File: config.mk
export PLATFORM = sky130hd
export DESIGN_NAME = fp32_uart_tx
export DESIGN_NICKNAME = d
export VERILOG_FILES = /design/src/rtl/fp32_uart_tx.sv
export SDC_FILE = /design/constraint.sdc
export NUM_CORES = 1
export LEC_CHECK = 0
export CAP_MARGIN = 10
export CORE_MARGIN = 8
export CORE_UTILIZATION = 47
export DETAILED_ROUTE_END_ITERATION = 7
export PLACE_DENSITY_LB_ADDON = 0.25
export SKIP_CTS_REPAIR_TIMING = 1
export SYNTH_ARGS = -nofsm -noshare
export SYNTH_HDL_FRONTEND = slang
export SYNTH_SLANG_ARGS = --single-unit
export TNS_END_PERCENT = 5
File: constraint.sdc
create_clock -name CLK_I -period 3.14 [get_ports CLK_I]
set_input_delay 0.628 -clock CLK_I [delete_from_list [all_inputs] [get_ports CLK_I]]
set_output_delay 0.628 -clock CLK_I [all_outputs]
set_load 0.005 [all_outputs]
File: src/rtl/fp32_uart_tx.sv
// fp32_uart_tx: accepts one NUM_BYTES-wide word and sends it as NUM_BYTES 8N1 characters,
// byte 0 first and each byte LSB first.
module fp32_uart_tx #(
    parameter int CLKS_PER_BIT = 444,
    parameter int NUM_BYTES    = 4
) (
    input  logic                   CLK_I,
    input  logic                   RSTL_I,
    input  logic                   TX_VALID_I,
    input  logic [NUM_BYTES*8-1:0] TX_DATA_I,
    output logic                   TX_READY_O,
    output logic                   TX_DONE_O,
    output logic                   UART_TX_O
);
    localparam int CW = $clog2(CLKS_PER_BIT);
    localparam int BW = $clog2(NUM_BYTES) + 1;
    localparam int DW = NUM_BYTES * 8;
    localparam logic [CW-1:0] CNT_LAST  = CW'(CLKS_PER_BIT - 1);
    localparam logic [BW-1:0] BYTE_LAST = BW'(NUM_BYTES - 1);

    typedef enum logic [1:0] {IDLE, START, DATA, STOP} state_t;

    state_t        state_q, state_d;
    logic [CW-1:0] clk_cnt_q, clk_cnt_d;
    logic [2:0]    bit_idx_q, bit_idx_d;
    logic [BW-1:0] byte_idx_q, byte_idx_d;
    logic [DW-1:0] shift_q, shift_d;
    logic          tx_q, tx_d, done_q, done_d, ready_q;
    logic          wrap;

    assign wrap       = clk_cnt_q == CNT_LAST;
    assign UART_TX_O  = tx_q;
    assign TX_DONE_O  = done_q;
    assign TX_READY_O = ready_q;

    always_comb begin
        state_d    = state_q;
        clk_cnt_d  = (state_q == IDLE || wrap) ? '0 : clk_cnt_q + 1'b1;
        bit_idx_d  = bit_idx_q;
        byte_idx_d = byte_idx_q;
        shift_d    = shift_q;
        tx_d       = tx_q;
        done_d     = 1'b0;
        case (state_q)
            IDLE: begin
                tx_d = 1'b1;
                if (TX_VALID_I) begin
                    state_d    = START;
                    tx_d       = 1'b0;
                    shift_d    = TX_DATA_I;
                    byte_idx_d = '0;
                end
            end
            START: if (wrap) begin
                state_d   = DATA;
                bit_idx_d = '0;
                tx_d      = shift_q[0];
            end
            // The shift register advances one bit per data slot, so bit 0 is always the live bit
            DATA: if (wrap) begin
                shift_d = shift_q >> 1;
                if (bit_idx_q != 3'd7) begin
                    bit_idx_d = bit_idx_q + 1'b1;
                    tx_d      = shift_q[1];
                end else begin
                    state_d = STOP;
                    tx_d    = 1'b1;
                end
            end
            STOP: if (wrap) begin
                if (byte_idx_q != BYTE_LAST) begin
                    byte_idx_d = byte_idx_q + 1'b1;
                    state_d    = START;
                    tx_d       = 1'b0;
                end else begin
                    state_d = IDLE;
                    done_d  = 1'b1;
                end
            end
            default: begin
                state_d = IDLE;
                tx_d    = 1'b1;
            end
        endcase
    end

    always_ff @(posedge CLK_I or negedge RSTL_I) begin
        if (!RSTL_I) begin
            state_q    <= IDLE;
            clk_cnt_q  <= '0;
            bit_idx_q  <= '0;
            byte_idx_q <= '0;
            shift_q    <= '0;
            tx_q       <= 1'b1;
            done_q     <= 1'b0;
            ready_q    <= 1'b1;
        end else begin
            state_q    <= state_d;
            clk_cnt_q  <= clk_cnt_d;
            bit_idx_q  <= bit_idx_d;
            byte_idx_q <= byte_idx_d;
            shift_q    <= shift_d;
            tx_q       <= tx_d;
            done_q     <= done_d;
            ready_q    <= state_d == IDLE;
        end
    end
endmodule

### After elaboration in Yosys (flattened, before gate mapping)

Index checks and enable logic that the tools add are counted.

* register bits after elaboration: 52
* output and inout bits: 3

* reductions and logical operators: 10
* equality and inequality tests: 12
* mux-type cells: 29
* add/subtract/negate cells: 3

Operators by type and width (number)
* two-way mux 32 bit: 2
* one-hot mux 32 bit (2 select lines): 1
* two-way mux 3 bit: 6
* inequality test 2 bit, second input constant: 6
* one-hot mux 3 bit (2 select lines): 2
* AND reduction 4 bit: 3
* two-way mux 1 bit: 10
* two-way mux 2 bit: 5
* adder 9 x 1 -> 9 bit, second input constant: 1
* equality test 9 bit, second input constant: 1
* two-way mux 9 bit: 1
* one-hot mux 2 bit (4 select lines): 1
* adder 3 x 1 -> 3 bit, second input constant: 2
* nonzero test 2 bit: 3
* equality test 2 bit, second input constant: 2
* zero test 2 bit: 2
* one-hot mux 1 bit (4 select lines): 1
* inequality test 3 x 2 -> 1 bit, second input constant: 1
* inequality test 3 bit, second input constant: 1
* AND reduction 3 bit: 1
* equality test 2 x 1 -> 1 bit, second input constant: 1
* logical OR 1 bit: 1

### Depth between registers and ports, before layout

* word-level depth: 5
* depth in mapped cells: 7
* mapped depth without buffers: 6

### Least setup slack after synthesis

OpenSTA, ideal clock, no wires.

* path kind: reg-to-reg
* start point: reg clk_cnt_q[0]
* end point: reg state_q[0]
* slack: 1.362 ns
* period minus slack after synthesis: 1.778 ns
* arrival time: 1.652 ns
* stages on the path, launching flop included: 8
* required time: 3.014 ns
* library setup time: 0.126 ns
* path buffers: 2
* path through: dfrtp_1 -> ha_1 -> and4_1 -> buf_6 -> and2_4 -> buf_6 -> a31o_1 -> a221o_1

* longest elaborated chain between the ends: 3
* elaborated cells on any way between the ends: 5

Ends and longest elaborated chain
* start: declaration: RTL line 24 `logic [CW-1:0] clk_cnt_q, clk_cnt_d;`
* start signal: assignment: RTL line 99 `clk_cnt_q <= clk_cnt_d;`
* equality test 9 bit (*): RTL line 31 `assign wrap = clk_cnt_q == CNT_LAST;`
* two-way mux 2 bit (on tied branches): RTL line 70, 54, 60
* one-hot mux 2 bit (4 select lines) (*): RTL line 44 `case (state_q)`
* net state_d[0]: RTL line 23 `state_t state_q, state_d;`
* end signal: assignment: RTL line 98 `state_q <= state_d;`
* end: declaration: RTL line 23

The timed path passes the listed nets; every way through them passes the cells marked *.
A chain may end at the register's enable or synchronous reset.

### Worst setup path in the final report

* start point: reg tx_q, in the netlist UART_TX_O
* end point: out UART_TX_O

RTL lines
* start: declaration: RTL line 28 `logic tx_q, tx_d, done_q, done_d, ready_q;`
* start signal: assignment: RTL line 103 `tx_q <= tx_d;`
* end: declaration: RTL line 13 `output logic UART_TX_O`

No word-level cell between the ends.

==> impl_metrics.ini <==
[outcome]
status = finished, final reports clean

[power_and_ir_drop]
power.leakage_uw = 0.00121
power_density_nw_per_um2 = 602
internal_power_uw = 1270
clock_power_share = 0.264
p_sw_uw = 481
p_seq_frac = 0.545
swShare = 0.275
p_comb_frac = 0.191
irDropWorstVdd_v = 0.000257

[global_routing]
use_met1 = 0.192
busiest_layer = met2
grtUsageTotal = 0.141
grt_first_pass_wirelength_um = 8490
use_met2 = 0.205
grt_max_degree = 63
antenna_found_initial = 0
overflow = 0
use_met3 = 0.0491
grt_pass1_vias = 1762

[place]
hpwl_um = 3350
pre_cts_slack_ns = 1.18
gp_congestion = 0.786
numPortBuffers = 37

[floorplanning]
fp.dieH_um = 87.5
core.rowCount = 26
dieArea_um2 = 7650
initial_core_util = 0.479
ios = 38
coreArea_um2 = 5010
die_w_um = 87.5

[yosys]
async_reset_ff_frac = 1.00
yosysWarningCount = 0
synth_common_cells = 50 x dfrtp_1, 45 x nor2_1, 34 x a21oi_1
syn_area_um2 = 2400
yosysUniqueCellTypes = 34
synth_most_common_cell = dfrtp_1
synthFlopType = dfrtp_1
syn_avg_cell_area_um2 = 9.68
synth.area.top_cells = dfrtp_1 52%, o22ai_1 8.3%, a21oi_1 7.1%
seq_area_frac_synth = 0.543
synth_nets = 288
syn-instance-count = 248
synth-seq-cells = 52
synth_edf_count = 0
synth_area_leader_cell = dfrtp_1
synth_top_area_frac = 0.521

[drt]
vias = 1874
drt_iter0_markers = 211
drtAntennaViolNets = 0
wl_per_cell_um = 14.6
dr.pass1.iters = 5
viasPerCell = 5.37
routed_wl_um = 5090
drc = 0

[setup_path]
r2r-start = clk_cnt_q[0]
crit_path_end = UART_TX_O
crit_buf_inv = 1
worstSetupStartpoint = UART_TX_O
r2r_cells = 6
critical_path_required_ns = 2.51
r2r_setup_slack_ns = 1.18
worst_r2r_endpoint = shift_q[28]
critPathSlowestCell = dfstp_2
max_stage_delay_ns = 0.56
crit_family = flip-flops
crit_path_start_kind = register
cp_data_arrival_time_ns = 1.36
criticalPathCategory = register to output port
critPathMaxFanout = 3
path_depth = 1
crit_chain = clkdlybuf4s50_1
worst_setup_path_end_kind = output port

[sta]
slew_headroom = 0.588
rsz0062_at_grt = no
drv_slew = 0
min_period_ns = 1.99
worst_slew_pin_slew_ns = 0.614
post-route-period-util = 0.634
fmax_mhz = 502
setup-tns-final_ns = 0
fin_ws_ns = 1.15
setup_viol = 0
final_hold_viol_count = 0
skew_ns = 0.0102
holdWs_ns = 0.261

[final_layout]
antenna_cells = 0
seqCellArea_um2 = 1300
drive_gt1_frac = 0.0681
filler_cell_count = 476
final_util = 0.579
multiInputGateArea_um2 = 977
syn2layout_area_growth_pct = 20.9
final_nets = 318

[cts]
clk_pin_slew_ns = 0.09
cts_tree = yes
cts_root_buffer = clkbuf_8
cts.sinks = 52
htreeDepth = 2
cts_buffer_depth = 2
cts_buffers = 5
clk_latency_ns = 0.31

[job]
cap_viol_max_count = 0

[worst_hold_path]
hold_path.class = input port to asynchronous set/reset pin
logic make-up after synthesis:
group,count (synthesis),synth area share
compound gates,78,0.190
xor+xnor,8,0.0292
fa+ha+maj,5,0.0261
buf+inv,25,0.0495
flops,52,0.543
mux,3,0.0125
simple gates,77,0.150
cell usage in the layout, fill, tap and decap left out, types with 3 or more instances in the layout:
cell type,Yosys,routed
a21oi_1,34,34
buf_4,0,4
clkbuf_8,0,5
clkdlybuf4s50_1,0,36
dfrtp_1,50,50
ha_1,5,5
inv_1,7,7
mux2i_1,3,3
nand2_1,10,10
nand3_1,7,7
nor2_1,45,45
nor3_1,3,3
o21ai_0,5,5
o22ai_1,32,32
xnor2_1,6,6
sequential cells by signal, indices dropped and copies added (netlist names):
name,count
TX_DONE_O,1
TX_READY_O,1
UART_TX_O,1
bit_idx_q,3
byte_idx_q,3
clk_cnt_q,9
shift_q,32
state_q,2
worst min-delay path by stage:
stage	endpoint	depth (start not counted)	slack, ns	from
after global routing	shift_q[11]	1	0.30	RSTL_I
after global placement	clk_cnt_q[0]	1	0.46	clk_cnt_q[0]
after CTS	shift_q[12]	1	0.28	RSTL_I
after floorplan	TX_DONE_O	0	0.33	RSTL_I
after detailed placement	clk_cnt_q[0]	1	0.48	clk_cnt_q[0]
final	bit_idx_q[1]	1	0.26	RSTL_I
power groups by stage:
stage                     clock network, uW  logic [uW]  registers [uW]
after floorplan                           0         239             932
after global placement                    0         326             957
after detailed placement                  0         337             965
after CTS                               471         339             953
after global routing                    503         383             978
final                                   461         333             952
metal layers:
layer / up-vias / part of all wire
li1: 943 / -
met3: 4 / 0.064
met5: - / 0
met2: 45 / 0.44
met1: 882 / 0.49
met4: 0 / 0.0067
area by class of cell:
class | count | share of cell area
Timing Repair Buffer | 41 | 0.136
Sequential cell | 52 | 0.449
Clock buffer | 5 | 0.0237
Tap cell | 70 | 0.0302
Multi-Input combinational cell | 171 | 0.337
Clock inverter | 3 | 0.0147
Inverter | 7 | 0.00906
per-stage QoR:
step / total power [uW] / instance area (um^2) / cells
2_1_floorplan: 1170 / 2400 / 248
3_3_place_gp: 1280 / 2790 / 341
3_5_place_dp: 1300 / 2790 / 341
4_1_cts: 1760 / 2900 / 349
5_1_grt: 1860 / 2900 / 349
6_report: 1750 / 2900 / 349
No activity file was read; power rests on OpenSTA's default activity.
